### src/rtl/apb_slave_regfile.sv
// rtl/apb_slave_regfile.sv - APB completer with a DEPTH x DATA_W register file and programmable wait states
module apb_slave_regfile #(
  parameter int ADDR_W      = 8,
  parameter int DATA_W      = 8,
  parameter int DEPTH       = 64,
  parameter int WAIT_CYCLES = 2
) (
  input  logic              PCLK,
  input  logic              PRESET_n,
  input  logic              PSEL_i,
  input  logic              PENABLE_i,
  input  logic              PWRITE_i,
  input  logic [ADDR_W-1:0] PADDR_i,
  input  logic [DATA_W-1:0] PWDATA_i,
  output logic              PREADY_o,
  output logic [DATA_W-1:0] PRDATA_o,
  output logic              PSLVERR_o
);

  localparam int          IDX_W    = (DEPTH > 1) ? $clog2(DEPTH) : 1;
  localparam logic [31:0] DEPTH_U  = 32'(DEPTH);
  localparam logic [3:0]  CNT_INIT = (WAIT_CYCLES > 0) ? 4'(WAIT_CYCLES - 1) : 4'd0;

  typedef enum logic [1:0] {
    S_IDLE,
    S_WAIT,
    S_ACCESS
  } state_t;

  state_t            state, state_n;
  logic [IDX_W-1:0]  idx_q, idx_n;
  logic              write_q, write_n;
  logic              err_q, err_n;
  logic [3:0]        cnt, cnt_n;
  logic              pready_n;
  logic              pslverr_n;
  logic [DATA_W-1:0] prdata_n;
  logic              mem_we;
  logic              setup_err;
  logic [IDX_W-1:0]  setup_idx;
  logic [DATA_W-1:0] mem [DEPTH];

  // Full-width compare so aliased high addresses never reach the array
  assign setup_err = (32'(PADDR_i) >= DEPTH_U);
  assign setup_idx = PADDR_i[IDX_W-1:0];

  always_comb begin
    state_n   = state;
    idx_n     = idx_q;
    write_n   = write_q;
    err_n     = err_q;
    cnt_n     = cnt;
    pready_n  = 1'b0;
    pslverr_n = 1'b0;
    prdata_n  = '0;
    mem_we    = 1'b0;
    case (state)
      S_IDLE: begin
        if (PSEL_i && !PENABLE_i) begin
          idx_n   = setup_idx;
          write_n = PWRITE_i;
          err_n   = setup_err;
          if (WAIT_CYCLES == 0) begin
            pready_n  = 1'b1;
            pslverr_n = setup_err;
            if (!PWRITE_i && !setup_err) begin
              prdata_n = mem[setup_idx];
            end
            state_n = S_ACCESS;
          end else begin
            cnt_n   = CNT_INIT;
            state_n = S_WAIT;
          end
        end
      end
      S_WAIT: begin
        if (!PSEL_i) begin
          state_n = S_IDLE;
        end else if (PENABLE_i) begin
          if (cnt == 4'd0) begin
            pready_n  = 1'b1;
            pslverr_n = err_q;
            if (!write_q && !err_q) begin
              prdata_n = mem[idx_q];
            end
            state_n = S_ACCESS;
          end else begin
            cnt_n = cnt - 4'd1;
          end
        end
      end
      S_ACCESS: begin
        // Completion edge: the write commits before any following setup edge
        mem_we  = write_q && !err_q;
        state_n = S_IDLE;
      end
      default: state_n = S_IDLE;
    endcase
  end

  always_ff @(posedge PCLK) begin
    if (!PRESET_n) begin
      state     <= S_IDLE;
      idx_q     <= '0;
      write_q   <= 1'b0;
      err_q     <= 1'b0;
      cnt       <= 4'd0;
      PREADY_o  <= 1'b0;
      PSLVERR_o <= 1'b0;
      PRDATA_o  <= '0;
    end else begin
      state     <= state_n;
      idx_q     <= idx_n;
      write_q   <= write_n;
      err_q     <= err_n;
      cnt       <= cnt_n;
      PREADY_o  <= pready_n;
      PSLVERR_o <= pslverr_n;
      PRDATA_o  <= prdata_n;
    end
  end

  always_ff @(posedge PCLK) begin
    if (!PRESET_n) begin
      for (int i = 0; i < DEPTH; i++) begin
        mem[i] <= '0;
      end
    end else if (mem_we) begin
      mem[idx_q] <= PWDATA_i;
    end
  end

endmodule

### config.mk
export PLATFORM = sky130hd
export DESIGN_NAME = apb_slave_regfile
export DESIGN_NICKNAME = d
export VERILOG_FILES = /design/src/rtl/apb_slave_regfile.sv
export SDC_FILE = /design/constraint.sdc
export NUM_CORES = 1
export LEC_CHECK = 0
export CAP_MARGIN = 20
export CORE_MARGIN = 4
export CORE_UTILIZATION = 57
export CTS_CLUSTER_DIAMETER = 200
export CTS_CLUSTER_SIZE = 25
export DETAILED_ROUTE_END_ITERATION = 10
export GPL_ROUTABILITY_DRIVEN = 0
export PLACE_DENSITY_LB_ADDON = 0.05
export SKIP_CTS_REPAIR_TIMING = 1
export SLEW_MARGIN = 20
export SYNTH_ARGS = -nofsm -noshare
export SYNTH_HDL_FRONTEND = slang
export SYNTH_SLANG_ARGS = --single-unit
### constraint.sdc
create_clock -name PCLK -period 2.1 [get_ports PCLK]
set_input_delay 0.315 -clock PCLK [delete_from_list [all_inputs] [get_ports PCLK]]
set_output_delay 0.315 -clock PCLK [all_outputs]
set_load 0.03 [all_outputs]
======== Word level (Yosys, flattened, before mapping) ========
Memories as Yosys holds them, arrays and structs flattened. A register that Yosys moved wholly into a read port is not among the register bits.
Index checks and enable logic that the tools add are counted.
storage, ports and cells
  output and inout port bits .............. 10
  logic and storage cells ................. 54
  input bits .............................. 21
  register bits ........................... 16
  memories kept ........................... 1
  RAM bits ................................ 512
operators by class
  add/sub/neg operators ................... 1
  $lt $le $gt $ge ......................... 1
  mux-type cells .......................... 19
  reductions and logical operators ........ 17
  equality and inequality tests ........... 8
memories
  memory  words  bits a word  read ports  clocked after memory_dff  wr ports  line  source
  mem     64     8            1           1                         64        41    logic [DATA_W-1:0] mem [DEPTH];
operators with widths
  operator             number
  $mux 4               4
  $reduce_and 5->1     2
  $ge 8x7->1 const B   1
  $mux 2               4
  $mux 8               1
  $ne 2x2->1 const B   4
  $pmux 4 s2           1
  $reduce_or 8->1      1
  $mux 1               7
  $mux 6               1
  $ne 3x3->1 const B   2
  $reduce_and 6->1     1
  $logic_not 1->1      4
  $logic_not 4->1      1
  $pmux 2 s2           1
  $reduce_and 4->1     1
  $sub 4x1->4 const B  1
  $logic_and 1x1->1    3
  $reduce_and 3->1     1
  $eq 2x1->1 const B   1
  $eq 2x2->1 const B   1
  $logic_not 2->1      1
  $reduce_and 2->1     1
  $reduce_bool 2->1    1

======== Longest topological paths before layout ========
  depth after elaboration ................. 8
  mapped depth ............................ 9
  depth with buffers taken out ............ 7

======== Worst setup path after synthesis ========
OpenSTA, ideal clock, no wires.
  path kind ............................... flip-flop to flip-flop
  from .................................... reg idx_q[1]
  to ...................................... mem mem[0][0], enable pin
  stages on the path, launching flop included .. 7
  path buffers ............................ 3
  setup time .............................. 0.384 ns
  data arrival time ....................... 1.874 ns
  data required time ...................... 1.716 ns
  setup slack ............................. -0.158 ns
  clock period less this slack ............ 2.258 ns
  path through ............................ dfxtp_1 buf_2 buf_2 nor2_2 nand3_1 clkbuf_1 o21ai_0
RTL lines
  item                      line  source
  start: declaration        31    logic [IDX_W-1:0] idx_q, idx_n;
  start signal: assignment  113   idx_q <= idx_n;
  end: declaration          41

==> impl_results.html <==
<table>
<tr><th>Metric</th><th>Value</th></tr>
<tr><th colspan="2">Place</th></tr>
<tr><td>Pre-CTS setup slack</td><td>-0.505 ns</td></tr>
<tr><td>Count of port buffers added during placement</td><td>30</td></tr>
<tr><td>Final HPWL from detailed placement</td><td>approximately 45000 um</td></tr>
<tr><td>Dpl cell area</td><td>roughly 27000 um^2</td></tr>
<tr><th colspan="2">Synthesis</th></tr>
<tr><td>Register bit total from synthesis</td><td>536</td></tr>
<tr><td>Async set or reset register ratio after synthesis</td><td>0%</td></tr>
<tr><td>XOR/XNOR share of the synthesized area</td><td>less than 1%</td></tr>
<tr><td>Synthesized net count</td><td>about 1900</td></tr>
<tr><td>Synth Area in Compound Gates</td><td>between 8 and 9%</td></tr>
<tr><td>Most area-consuming cells after synthesis</td><td>edfxtp_1 (62%), and2_1 (13%), a221oi_1 (3.6%), mux4_2 (2.8%), o21ai_0 (2.2%)</td></tr>
<tr><td>Fraction of the mapped netlist area in adder cells</td><td>less than 1%</td></tr>
<tr><td>Proportion of synthesized area in mux cells</td><td>~5.6%</td></tr>
<tr><td>Post-synth design cell area</td><td>24800 um^2</td></tr>
<tr><td>Share of the synthesized area in the top cell type</td><td>~62%</td></tr>
<tr><td>Simple-gate share of the synthesized area</td><td>between 15 and 20%</td></tr>
<tr><td>Combinational family with the most area after synthesis</td><td>simple AND/OR/NAND/NOR gates</td></tr>
<tr><td>Warning count from the yosys run</td><td>0</td></tr>
<tr><td>Number of distinct library cells after synthesis</td><td>48</td></tr>
<tr><td>Top cell type by total area after synthesis</td><td>edfxtp_1</td></tr>
<tr><td>Count of flip-flops with a built-in enable after synthesis</td><td>about 510</td></tr>
<tr><td>Cell count after synthesis</td><td>1912</td></tr>
<tr><td>Dominant synthesized flop cell</td><td>edfxtp_1</td></tr>
<tr><td>Mean post-synth cell area</td><td>between 10 and 15 um^2</td></tr>
<tr><td>Sequential-to-total area share from yosys stat</td><td>between 60% and 70%</td></tr>
<tr><th colspan="2">Global route</th></tr>
<tr><td>Number of global-route vias before repair</td><td>between 15000 and 20000</td></tr>
<tr><td>Global router's overall resource usage</td><td>about 29%</td></tr>
<tr><td>Global-route wire length before repair</td><td>roughly 100000 um</td></tr>
<tr><td>Pin count of the biggest net entering global routing</td><td>76</td></tr>
<tr><td>Final global-route overflow total</td><td>0</td></tr>
<tr><td>Initial antenna violation count</td><td>0</td></tr>
<tr><th colspan="2">Floorplan</th></tr>
<tr><td>Placeable core region</td><td>between 40000 and 50000 um^2</td></tr>
<tr><td>Std-Cell Rows</td><td>76</td></tr>
<tr><td>Die X-Extent</td><td>217 um</td></tr>
<tr><td>I/O pins</td><td>31</td></tr>
<tr><td>Die Span Y</td><td>between 200 and 250 um</td></tr>
<tr><td>Die Area</td><td>46900 um^2</td></tr>
<tr><td>Initial Util</td><td>between 50% and 60%</td></tr>
<tr><th colspan="2">Final layout</th></tr>
<tr><td>Final core utilization</td><td>~66%</td></tr>
<tr><td>Most common library cell in the layout ignoring fill and taps</td><td>and2_1</td></tr>
<tr><td># nets final</td><td>2056</td></tr>
<tr><td>Layout overhead on the synthesized area</td><td>14.6%</td></tr>
<tr><td>Filler cells</td><td>3227</td></tr>
<tr><td>Post-route cell area</td><td>28400 um^2</td></tr>
<tr><td>Fraction of final layout cells sized beyond drive strength 1</td><td>a little under a fifth</td></tr>
<tr><td>Number of diodes added for antenna fixing</td><td>0</td></tr>
<tr><td>Top library cells by usage in the layout, fill and taps aside</td><td>and2_1 (514), edfxtp_1 (512), buf_4 (184)</td></tr>
<tr><th colspan="2">CTS</th></tr>
<tr><td>Number of buffers added by the clock tree synthesis step</td><td>25</td></tr>
<tr><td>Worst-skew pair later-pin latency</td><td>0.60 ns</td></tr>
<tr><td>CTS clk-pin slew, worst paths</td><td>around 0.11 ns</td></tr>
<tr><td>Bufs on Longest Clock Path</td><td>3</td></tr>
<tr><td>CTS sink count</td><td>approximately 540</td></tr>
<tr><td>Number of H-tree branching levels</td><td>1</td></tr>
<tr><td>Master cell of the clock root buffer</td><td>clkbuf_16</td></tr>
<tr><td>Clock tree from TritonCTS</td><td>built</td></tr>
<tr><th colspan="2">Route</th></tr>
<tr><td>DR iter-0 viols</td><td>1844</td></tr>
<tr><td># DRC</td><td>0</td></tr>
<tr><td>Wirelength, routed</td><td>67700 um</td></tr>
<tr><td>Drt first pass iters</td><td>6</td></tr>
<tr><td>Vias per Instance</td><td>roughly 6.1</td></tr>
<tr><td>Routed via count</td><td>16176</td></tr>
<tr><td>DR WL/cell</td><td>around 26 um</td></tr>
<tr><td>Post-DRT Antenna Nets</td><td>0</td></tr>
<tr><th colspan="2">Power</th></tr>
<tr><td>Final Total Pwr</td><td>19.5 mW</td></tr>
<tr><td>Leakage power summed over all cells</td><td>10.2 nW</td></tr>
<tr><td>Pwr dens</td><td>686 nW/um^2</td></tr>
<tr><td>Maximum ir drop on the vdd rail</td><td>~1 mV</td></tr>
<tr><th colspan="2">Job</th></tr>
<tr><td>Max-cap check violation count</td><td>0</td></tr>
<tr><th colspan="2">Outcome</th></tr>
<tr><td>Outcome</td><td>complete, but fails checks</td></tr>
<tr><td>Violations in the final reports</td><td>setup timing</td></tr>
<tr><th colspan="2">Worst hold path</th></tr>
<tr><td>Classification of the worst-slack hold path</td><td>in2reg</td></tr>
<tr><th colspan="2">STA</th></tr>
<tr><td>Fmax</td><td>between 0.4 and 0.5 GHz</td></tr>
<tr><td>Transition at the pin with the smallest max-transition slack</td><td>about 0.93 ns</td></tr>
<tr><td>Final number of max-transition violations</td><td>0</td></tr>
<tr><td>Post-route clock period utilization</td><td>102%</td></tr>
<tr><td>Setup WS post-layout</td><td>-0.0450 ns</td></tr>
<tr><td>Period minus WS final</td><td>~2.1 ns</td></tr>
<tr><td>Relative max-transition margin</td><td>37.5%</td></tr>
<tr><td>Count of final hold-check violations</td><td>0</td></tr>
<tr><td>Final number of setup-violating endpoints</td><td>4</td></tr>
<tr><td>Clock skew</td><td>between 0.02 and 0.03 ns</td></tr>
<tr><td>RSZ-0062 raised after global routing</td><td>true</td></tr>
<tr><th colspan="2">Critical path</th></tr>
<tr><td>Largest driver fanout on the critical path</td><td>14</td></tr>
<tr><td>CP startpoint kind</td><td>flop</td></tr>
<tr><td>Worst setup EP type</td><td>flop</td></tr>
<tr><td>Crit Path Category</td><td>reg2reg</td></tr>
<tr><td>Required time of the critical path</td><td>about 2.6 ns</td></tr>
<tr><td>Arrival time at the worst endpoint</td><td>between 2 and 3 ns</td></tr>
</table>
[area by class of cell]
type	count	area [um^2]	share of cell area, %
flip-flops and latches	536	15900	55.9
multi-input cells	1203	8470	29.8
repair buffers	262	2610	9.19
well taps	585	732	2.58
clock buffers	44	697	2.45
inverters	5	18.8	0.0661
clock inverters	1	16.3	0.0573
[critical path, stage by stage, from the launching register on]
cell	delay [ns]
dfxtp_4	0.49
buf_16	0.21
mux4_2	0.54
nand2_1	0.08
a21oi_1	0.13
a2111oi_4	0.43
a31oi_1	0.13
[logic make-up after synthesis]
group,after synthesis
compound gates,317
xor+xnor,2
fa+ha+maj,2
buf+inv,173
flops,536
mux,97
simple gates,785
[worst paths after layout]
path | from | to | slack (ns) | cells after the start
max | idx_q[0]$_SDFFE_PN0P_ | PRDATA_o[1]$_SDFF_PN0_ | -0.04 | 6
min | PRESET_n | cnt[0]$_SDFFE_PN0P_ | 0.28 | 4
max reg2reg | idx_q[0]$_SDFFE_PN0P_ | PRDATA_o[1]$_SDFF_PN0_ | -0.04 | 6
min reg2reg | write_q$_SDFFE_PN0P_ | write_q$_SDFFE_PN0P_ | 0.52 | 2
[registers in the layout, indices dropped and copies added (netlist names)]
name	count
mem	512
PRDATA_o	8
idx_q	6
cnt	4
state	2
PREADY_o	1
PSLVERR_o	1
err_q	1
write_q	1
[metrics by stage]
stage	TNS, ns	instances	hold WS (ns)
finish	-0.0727	2636	0.281
global route	-1.84	2636	0.304
CTS	-1.37	2633	0.268
detailed placement	-1.26	2588	0.501
global placement	-1.35	2588	0.489
floorplan	-44.32	1912	0.405
[synthesized netlist by cell type, drive strengths merged (7+ instances only)]
library cell / instances
nor2: 77
a21boi: 7
a211oi: 11
a21oi: 23
nand2: 62
a31oi: 8
nand3: 12
a2111oi: 8
mux4: 31
a221oi: 102
nand2b: 12
and3: 31
clkbuf: 114
o221ai: 7
buf: 54
nor3b: 31
a41oi: 7
o21ai: 113
o22a: 18
o211ai: 7
edfxtp: 512
and2: 514
dfxtp: 24
mux2i: 52
mux2: 14
nor3: 25
[metal layers]
| metal | routed length, um | vias up | track usage (%) |
|---|---|---|---|
| met5 | 0 | - | 0 |
| met4 | 2100 | 0 | 7.79 |
| met3 | 4740 | 88 | 2.99 |
| met2 | 32400 | 690 | 45.9 |
| met1 | 28500 | 8109 | 42.3 |
| li1 | - | 7289 | - |
[power breakdown]
group / internal [mW] / leakage, nW / switching (mW)
Combinational: 0.668 / 4.35 / 1.07
Sequential: 12.0 / 5.46 / 0.150
Clock: 2.30 / 0.338 / 3.30
Total: 15.0 / 10.2 / 4.52
Note: power is estimated with default switching activity, not from simulation.
